### src/rtl/sha_pkg.sv
// -----------------------------------------------------------------------------
// sha_pkg
// Shared definitions for the SHA-256 block-load controller.
//   state_t / ST_*     : controller state encoding
//   ADDR_W_SEL         : mux address that selects the W buffer
//   ADDR_VAR_BASE      : mux address of working variable 'a' (a..h = 1..8)
//   NUM_VAR / NUM_W    : words loaded per block into each destination
// -----------------------------------------------------------------------------
package sha_pkg;

  typedef logic [2:0] state_t;

  localparam state_t ST_IDLE     = 3'd0;
  localparam state_t ST_LOAD_VAR = 3'd1;
  localparam state_t ST_LOAD_W   = 3'd2;
  localparam state_t ST_START    = 3'd3;
  localparam state_t ST_WAIT     = 3'd4;

  localparam logic [3:0] ADDR_W_SEL    = 4'd0;
  localparam logic [3:0] ADDR_VAR_BASE = 4'd1;

  localparam int NUM_VAR = 8;
  localparam int NUM_W   = 16;

endpackage

### src/rtl/sha_load_ctrl.sv
// -----------------------------------------------------------------------------
// sha_load_ctrl
// Sequences the loading of one SHA-256 block into the hash core: the 8
// working variables (unless skip_var chains them from the previous block),
// then the 16 message words, then a start pulse to the round core and a wait
// for its completion.
//
// Ports
//   clk, rst        : rising-edge clock, synchronous active-high reset
//   start, skip_var : begin a block load (IDLE only); skip_var loads W only
//   in_valid/in_data/in_ready : word stream from the source
//   out_addr/out_data         : steering to the input mux (0 = W, 1..8 = a..h)
//   var_we, w_we, w_idx       : write strobes and W index
//   core_start, core_done     : round core start pulse / completion
//   busy, blk_done            : status, one-cycle block-complete pulse
//   dbg_state                 : current FSM state for observation
//
// Handshake: a word transfers in any cycle where in_valid && in_ready.
// in_ready depends only on the registered state (never on in_valid), the
// source must hold in_data stable while in_valid is high and in_ready low is
// not required because nothing is captured then. There is no skid buffer:
// the accepting cycle's strobe is issued combinationally in the same cycle.
// -----------------------------------------------------------------------------
module sha_load_ctrl
  import sha_pkg::*;
#(
  parameter int DATA_W = 32
) (
  input  logic              clk,
  input  logic              rst,
  input  logic              start,
  input  logic              skip_var,
  input  logic              in_valid,
  input  logic [DATA_W-1:0] in_data,
  output logic              in_ready,
  output logic [3:0]        out_addr,
  output logic [DATA_W-1:0] out_data,
  output logic              var_we,
  output logic              w_we,
  output logic [3:0]        w_idx,
  output logic              core_start,
  input  logic              core_done,
  output logic              busy,
  output logic              blk_done,
  output state_t            dbg_state
);

  localparam logic [3:0] LAST_VAR = 4'(NUM_VAR - 1);
  localparam logic [3:0] LAST_W   = 4'(NUM_W - 1);

  state_t     state_q, state_d;
  logic [3:0] var_cnt_q, var_cnt_d;
  logic [3:0] w_cnt_q, w_cnt_d;
  logic       blk_done_q, blk_done_d;
  logic       accept;

  assign accept = in_valid && in_ready;

  // State register
  always_ff @(posedge clk) begin
    if (rst) begin
      state_q    <= ST_IDLE;
      var_cnt_q  <= 4'd0;
      w_cnt_q    <= 4'd0;
      blk_done_q <= 1'b0;
    end else begin
      state_q    <= state_d;
      var_cnt_q  <= var_cnt_d;
      w_cnt_q    <= w_cnt_d;
      blk_done_q <= blk_done_d;
    end
  end

  // Next-state logic
  always_comb begin
    state_d    = state_q;
    var_cnt_d  = var_cnt_q;
    w_cnt_d    = w_cnt_q;
    blk_done_d = 1'b0;
    case (state_q)
      ST_IDLE: begin
        if (start) begin
          var_cnt_d = 4'd0;
          w_cnt_d   = 4'd0;
          state_d   = skip_var ? ST_LOAD_W : ST_LOAD_VAR;
        end
      end
      ST_LOAD_VAR: begin
        if (accept) begin
          var_cnt_d = var_cnt_q + 4'd1;
          if (var_cnt_q == LAST_VAR) state_d = ST_LOAD_W;
        end
      end
      ST_LOAD_W: begin
        if (accept) begin
          w_cnt_d = w_cnt_q + 4'd1;
          if (w_cnt_q == LAST_W) state_d = ST_START;
        end
      end
      ST_START: state_d = ST_WAIT;
      ST_WAIT: begin
        // core_done is only meaningful here; the blk_done pulse lands in
        // the first IDLE cycle so a new start can be taken that same cycle.
        if (core_done) begin
          state_d    = ST_IDLE;
          blk_done_d = 1'b1;
        end
      end
      default: state_d = ST_IDLE;
    endcase
  end

  // Output logic
  always_comb begin
    in_ready   = 1'b0;
    out_addr   = ADDR_W_SEL;
    w_idx      = 4'd0;
    var_we     = 1'b0;
    w_we       = 1'b0;
    core_start = 1'b0;
    case (state_q)
      ST_LOAD_VAR: begin
        in_ready = 1'b1;
        out_addr = ADDR_VAR_BASE + var_cnt_q;
        var_we   = in_valid;
      end
      ST_LOAD_W: begin
        in_ready = 1'b1;
        w_idx    = w_cnt_q;
        w_we     = in_valid;
      end
      ST_START: core_start = 1'b1;
      default: ;
    endcase
  end

  assign out_data  = in_data;
  assign busy      = (state_q != ST_IDLE);
  assign blk_done  = blk_done_q;
  assign dbg_state = state_q;

endmodule

### config.mk
export PLATFORM = sky130hd
export DESIGN_NAME = sha_load_ctrl
export DESIGN_NICKNAME = d
export VERILOG_FILES = /design/src/rtl/sha_pkg.sv /design/src/rtl/sha_load_ctrl.sv
export SDC_FILE = /design/constraint.sdc
export NUM_CORES = 1
export LEC_CHECK = 0
export BUFFER_PORTS_ARGS = -buffer_cell sky130_fd_sc_hd__buf_4
export CORE_MARGIN = 8
export CORE_UTILIZATION = 39
export CTS_CLUSTER_DIAMETER = 80
export DETAILED_ROUTE_END_ITERATION = 7
export PLACE_DENSITY = 0.91
export RECOVER_POWER = 100
export SLEW_MARGIN = 20
export SYNTH_ARGS = -nofsm -noshare
export SYNTH_HDL_FRONTEND = slang
export SYNTH_SLANG_ARGS = --single-unit
### constraint.sdc
create_clock -name clk -period 2.45 [get_ports clk]
set_input_delay 0.3675 -clock clk [delete_from_list [all_inputs] [get_ports clk]]
set_output_delay 0.3675 -clock clk [all_outputs]
set_load 0.1 [all_outputs]
======== Word level (Yosys, flattened, before mapping) ========
Index checks and enable logic that the tools add are counted.
word-level totals
  register bits ........................... 12
  input bits .............................. 38
  output and inout port bits .............. 49
  logic and storage cells ................. 49
cells by class
  eq/ne operators ......................... 12
  $add $sub $neg .......................... 2
  bitwise logic cells ..................... 1
  reductions and logical operators ........ 10
  mux-type cells .......................... 20
operators with widths
  kind                                                              number
  4-bit 2-to-1 mux                                                  5
  3-bit 2-to-1 mux                                                  6
  4-bit one-hot mux with 2 select lines                             2
  3-bit one-hot mux with 5 select lines                             1
  2-bit inequality test (second input constant)                     6
  3-bit by 2-bit == test with 1-bit output (second input constant)  2
  3-bit AND reduction                                               2
  6-bit AND reduction                                               1
  1-bit 2-to-1 mux                                                  5
  1-bit by 4-bit adder with 4-bit output (first input constant)     1
  4-bit by 1-bit adder with 4-bit output (second input constant)    1
  4-bit by 3-bit == test with 1-bit output (second input constant)  1
  4-bit == test (second input constant)                             1
  2-bit nonzero test                                                2
  2-bit OR reduction                                                2
  3-bit by 1-bit == test with 1-bit output (second input constant)  1
  3-bit == test (second input constant)                             1
  3-bit zero test                                                   1
  3-bit nonzero test                                                1
  2-bit 2-to-1 mux                                                  1
  1-bit logical AND                                                 1
  1-bit inverter                                                    1

======== Depth between registers and ports, before layout ========
  depth in word-level cells ............... 6
  gate-level depth with buffers ........... 6
  mapped depth without buffers ............ 5

======== Least setup slack after synthesis ========
Ideal clock, no wire load.
  path type ............................... register to output
  start ................................... register state_q[0] (netlist: dbg_state[0])
  end ..................................... output out_addr[2]
  cell stages (with the launch flop) ...... 4
  slack ................................... -0.672 ns
  arrival ................................. 2.754 ns
  data required time ...................... 2.082 ns
  cell sequence ........................... dfxtp_1 > or3b_1 > clkbuf_2 > nor2_1
on the way
  longest elaborated chain between the ends .. 2
ends and longest elaborated chain
  element                                   RTL line              source
  start: declaration                        sha_load_ctrl.sv:51   state_t state_q, state_d;
  start signal: assignment                  sha_load_ctrl.sv:67   state_q <= state_d;
  3-bit by 1-bit == test with 1-bit output  sha_load_ctrl.sv:121  case (state_q)
  4-bit 2-to-1 mux                          sha_load_ctrl.sv:121
  end: declaration                          sha_load_ctrl.sv:36   output logic [3:0] out_addr,
No other way between the ends.

======== Final worst setup path ========
  start ................................... register state_q[1] (netlist: dbg_state[1])
  end ..................................... output out_addr[2]
Same word-level chain as after synthesis.

==> key figures <==
Outcome
  • Status: complete, no violations

CTS
  • Max clock buf depth: 2
  • Number of hold-repair buffers added at the cts stage: 0
  • CTS H-Tree Depth: 1
  • CTS root buffer: clkbuf_4
  • Worst-path clk slew: roughly 0.08 ns
  • CTS sink count: 12
  • CTS tree: done
  • Post-CTS Setup Inserts: 0
  • CTS buffer count: 3
  • Clk_lat worst skew: 0.28 ns
  • Post-CTS Resized: 0

Logic synthesis
  • Yosys Warn Count: 0
  • Post-synthesis cell count: 116
  • Average size of a mapped cell: around 8.0 sq um
  • Sequential fraction of the synthesis area: 0.2574
  • Synth unique cells: 35
  • Ys async rst share: 0
  • Netlist Area Pre-Place: 933.4 sq um
  • Top FF cell, synth: dfxtp_1
  • Number of flops mapped to enable cells by yosys: 0
  • Synth Net Count: 156
  • Synth Register Bits: 12

Global route
  • First-pass GRT wire length: 3132 um
  • Initial antenna violation count: 0
  • Largest net degree at the start of global routing: 19
  • Vias in the first global route: 670
  • Total GRT Usage: 0.09317
  • GRT overflow: 0

Setup path
  • R2r setup slk: 0.42 ns
  • CP Capture Point: out_addr[2]
  • Critical path's largest stage delay: 0.57 ns
  • Worst r2r path cells: 4
  • Worst Path Buf+Inv: 1
  • Max stage delay cell, worst path: or3b_1
  • Worst reg2reg startpoint: dbg_state[1]
  • Crit-path cells: or3b_1, nor2_2, buf_4
  • Kind of critical path: flop to primary output
  • Crit path from: dbg_state[1]
  • Critical Path RT: 2.08 ns
  • Delay-heaviest family, CP: simple AND/OR/NAND/NOR gates
  • R2R Path End: var_cnt_q[3]
  • Critical path startpoint category: flop
  • CP Data Arrival Time: 1.78 ns
  • Crit. End Element: primary output
  • CP max FO: 18
  • Critical Path Stages: 3

STA
  • Post-Route Setup TNS: 0 ns
  • FMAX: between 400 and 500 MHz
  • Final setup viols: 0
  • Worst clock skew: 0.001715 ns
  • Worst-margin pin slew: around 1.2 ns
  • Min Hold Slack: 0.3468 ns
  • Min Tclk post-route: ~2.1 ns
  • Pins Over Slew Limit: 0
  • Fin. Hold Viols: 0
  • RSZ-0062 raised after global routing: false
  • Rel. slew slack: 0.2132
  • Fin crit share: 0.8749

Detailed routing
  • Routed Wire Length: 2031 um
  • Pre-Repair DR Iteration Count: 4
  • Vias: 730
  • Wire per inst: roughly 15 um
  • Drt drc: 0
  • Drt first-iter violations: 33
  • Detail Route Antenna Nets: 0
  • Via density: 5.530

Cells and area
  • Nets: 145
  • Layout area overhead: -5.094%
  • Fillers: 229
  • Register area: 242.7 sq um
  • Proportion of layout cells with a drive suffix above 1: 0.3462
  • Design area: 885.9 sq um
  • Area of the multi-input gates: 436.7 sq um
  • ANT cells: 0

Die
  • Ports: 87
  • Initial Util: 0.4179
  • Die Ht: 64.92 um
  • Die X: 64.92 um
  • Rows: 17
  • Core Area: 0.002233 sq mm
  • Total die area: 0.004215 sq mm

Place
  • Placed Area: 890.9 sq um
  • Dpl hpwl: approximately 1500 um
  • Gpl congestion: 0.8469
  • I/O Buffers: 22

Pwr
  • PD cells: 664.4 mW/mm^2
  • Pleak: 0.3721 nW
  • Peak VDD IR: 314.9 uV

Job
  • Max-Cap Viols: 0

Hold path
  • Hold Path Class: input pin to flop
==> report_power, final <==
| part | internal, W | leakage [nW] | switching, W |
|---|---|---|---|
| Combinational | 0.0000407 | 0.253 | 0.000165 |
| Sequential | 0.000202 | 0.0981 | 0.0000184 |
| Clock | 0.0000904 | 0.0210 | 0.0000715 |
| Total | 0.000333 | 0.372 | 0.000255 |
==> routing by layer <==
layer / GRT usage / vias up / wire (um) / share of wire
met4: 0.07357 / 0 / 99 / 0.049
met2: 0.1441 / 37 / 937 / 0.46
li1: - / 343 / - / -
met5: 0 / - / 0 / 0
met3: 0.04639 / 24 / 224 / 0.11
met1: 0.09403 / 326 / 768 / 0.38
==> kinds of logic after synthesis <==
family | Yosys count | synth area share
adder cells (fa/ha/maj) | 2 | 0.02681
buffers and inverters | 39 | 0.2962
flip-flops | 12 | 0.2574
AO/OA/AOI/OAI | 12 | 0.08044
XOR/XNOR | 4 | 0.03754
AND/OR/NAND/NOR | 44 | 0.2695
multiplexers | 3 | 0.03217
==> Yosys cell counts (2+ instances only) <==
cell type   n  area share
mux2i_1     3       0.032
nor3_1      4       0.021
nand3_1     4       0.021
buf_4      32        0.26
dfxtp_1    12        0.26
a21oi_1     3       0.016
o21ai_0     2       0.011
nand2_1     6       0.024
a31oi_1     3       0.020
clkbuf_1    3       0.012
nor2_1     12       0.048
and3b_1     2       0.019
and3_1      5       0.034
xnor2_1     3       0.028
ha_1        2       0.027
==> cell type report <==
type	instances	area share
Multi-Input combinational cell	65	0.4929
Sequential cell	12	0.2740
Timing Repair Buffer	22	0.1483
Clock buffer	4	0.04096
Tap cell	28	0.03955
Inverter	1	0.004237
==> layout by cell type, fill, tap and decap left out, types with 2 or more instances in the layout <==
master | Yosys | routed
a21oi_1 | 3 | 3
a31oi_1 | 3 | 3
and3_2 | 0 | 4
buf_4 | 32 | 10
clkbuf_1 | 3 | 3
clkbuf_2 | 1 | 9
clkbuf_4 | 0 | 3
dfxtp_1 | 12 | 10
dfxtp_2 | 0 | 2
ha_1 | 2 | 2
mux2i_1 | 3 | 3
nand2_1 | 6 | 6
nand3_1 | 4 | 4
nor2_1 | 12 | 9
nor2_4 | 0 | 2
nor3_1 | 4 | 4
o21ai_0 | 2 | 2
xnor2_1 | 3 | 3
==> state kept, by name, indices dropped and copies added, names as in the netlist <==
register / flops
blk_done: 1
dbg_state: 3
var_cnt_q: 4
w_cnt_q: 4
==> worst min path at each step <==
| stage | startpoint | slack, ns | endpoint | depth (start not counted) |
|---|---|---|---|---|
| 3_5_place_dp | var_cnt_q[1] | 0.47 | var_cnt_q[1] | 2 |
| 4_1_cts | rst | 0.35 | dbg_state[0] | 2 |
| 3_3_place_gp | var_cnt_q[1] | 0.46 | var_cnt_q[1] | 2 |
| 6_report | core_done | 0.35 | blk_done | 3 |
| 2_1_floorplan | rst | 0.44 | w_cnt_q[2] | 1 |
| 5_1_grt | core_done | 0.35 | blk_done | 3 |
==> through the flow <==
step	utilization	instances	total power [W]	setup WS (ns)
final	0.3966	132	0.0005885	0.3065
after CTS	0.4151	132	0.0006014	0.3968
after detailed placement	0.3989	128	0.0004406	0.7087
after global routing	0.3966	132	0.0006101	0.1926
after floorplan	-	116	0.0006472	0.05014
after global placement	0.3989	128	0.0004376	0.7374
==> worst reg2reg max path: stages (launching register included) <==
cell and delay (ns):
dfxtp_1 0.48, nor4b_1 0.84, nor2_1 0.07, or4_1 0.41, a31oi_1 0.16
No activity file was read; power rests on OpenSTA's default activity.
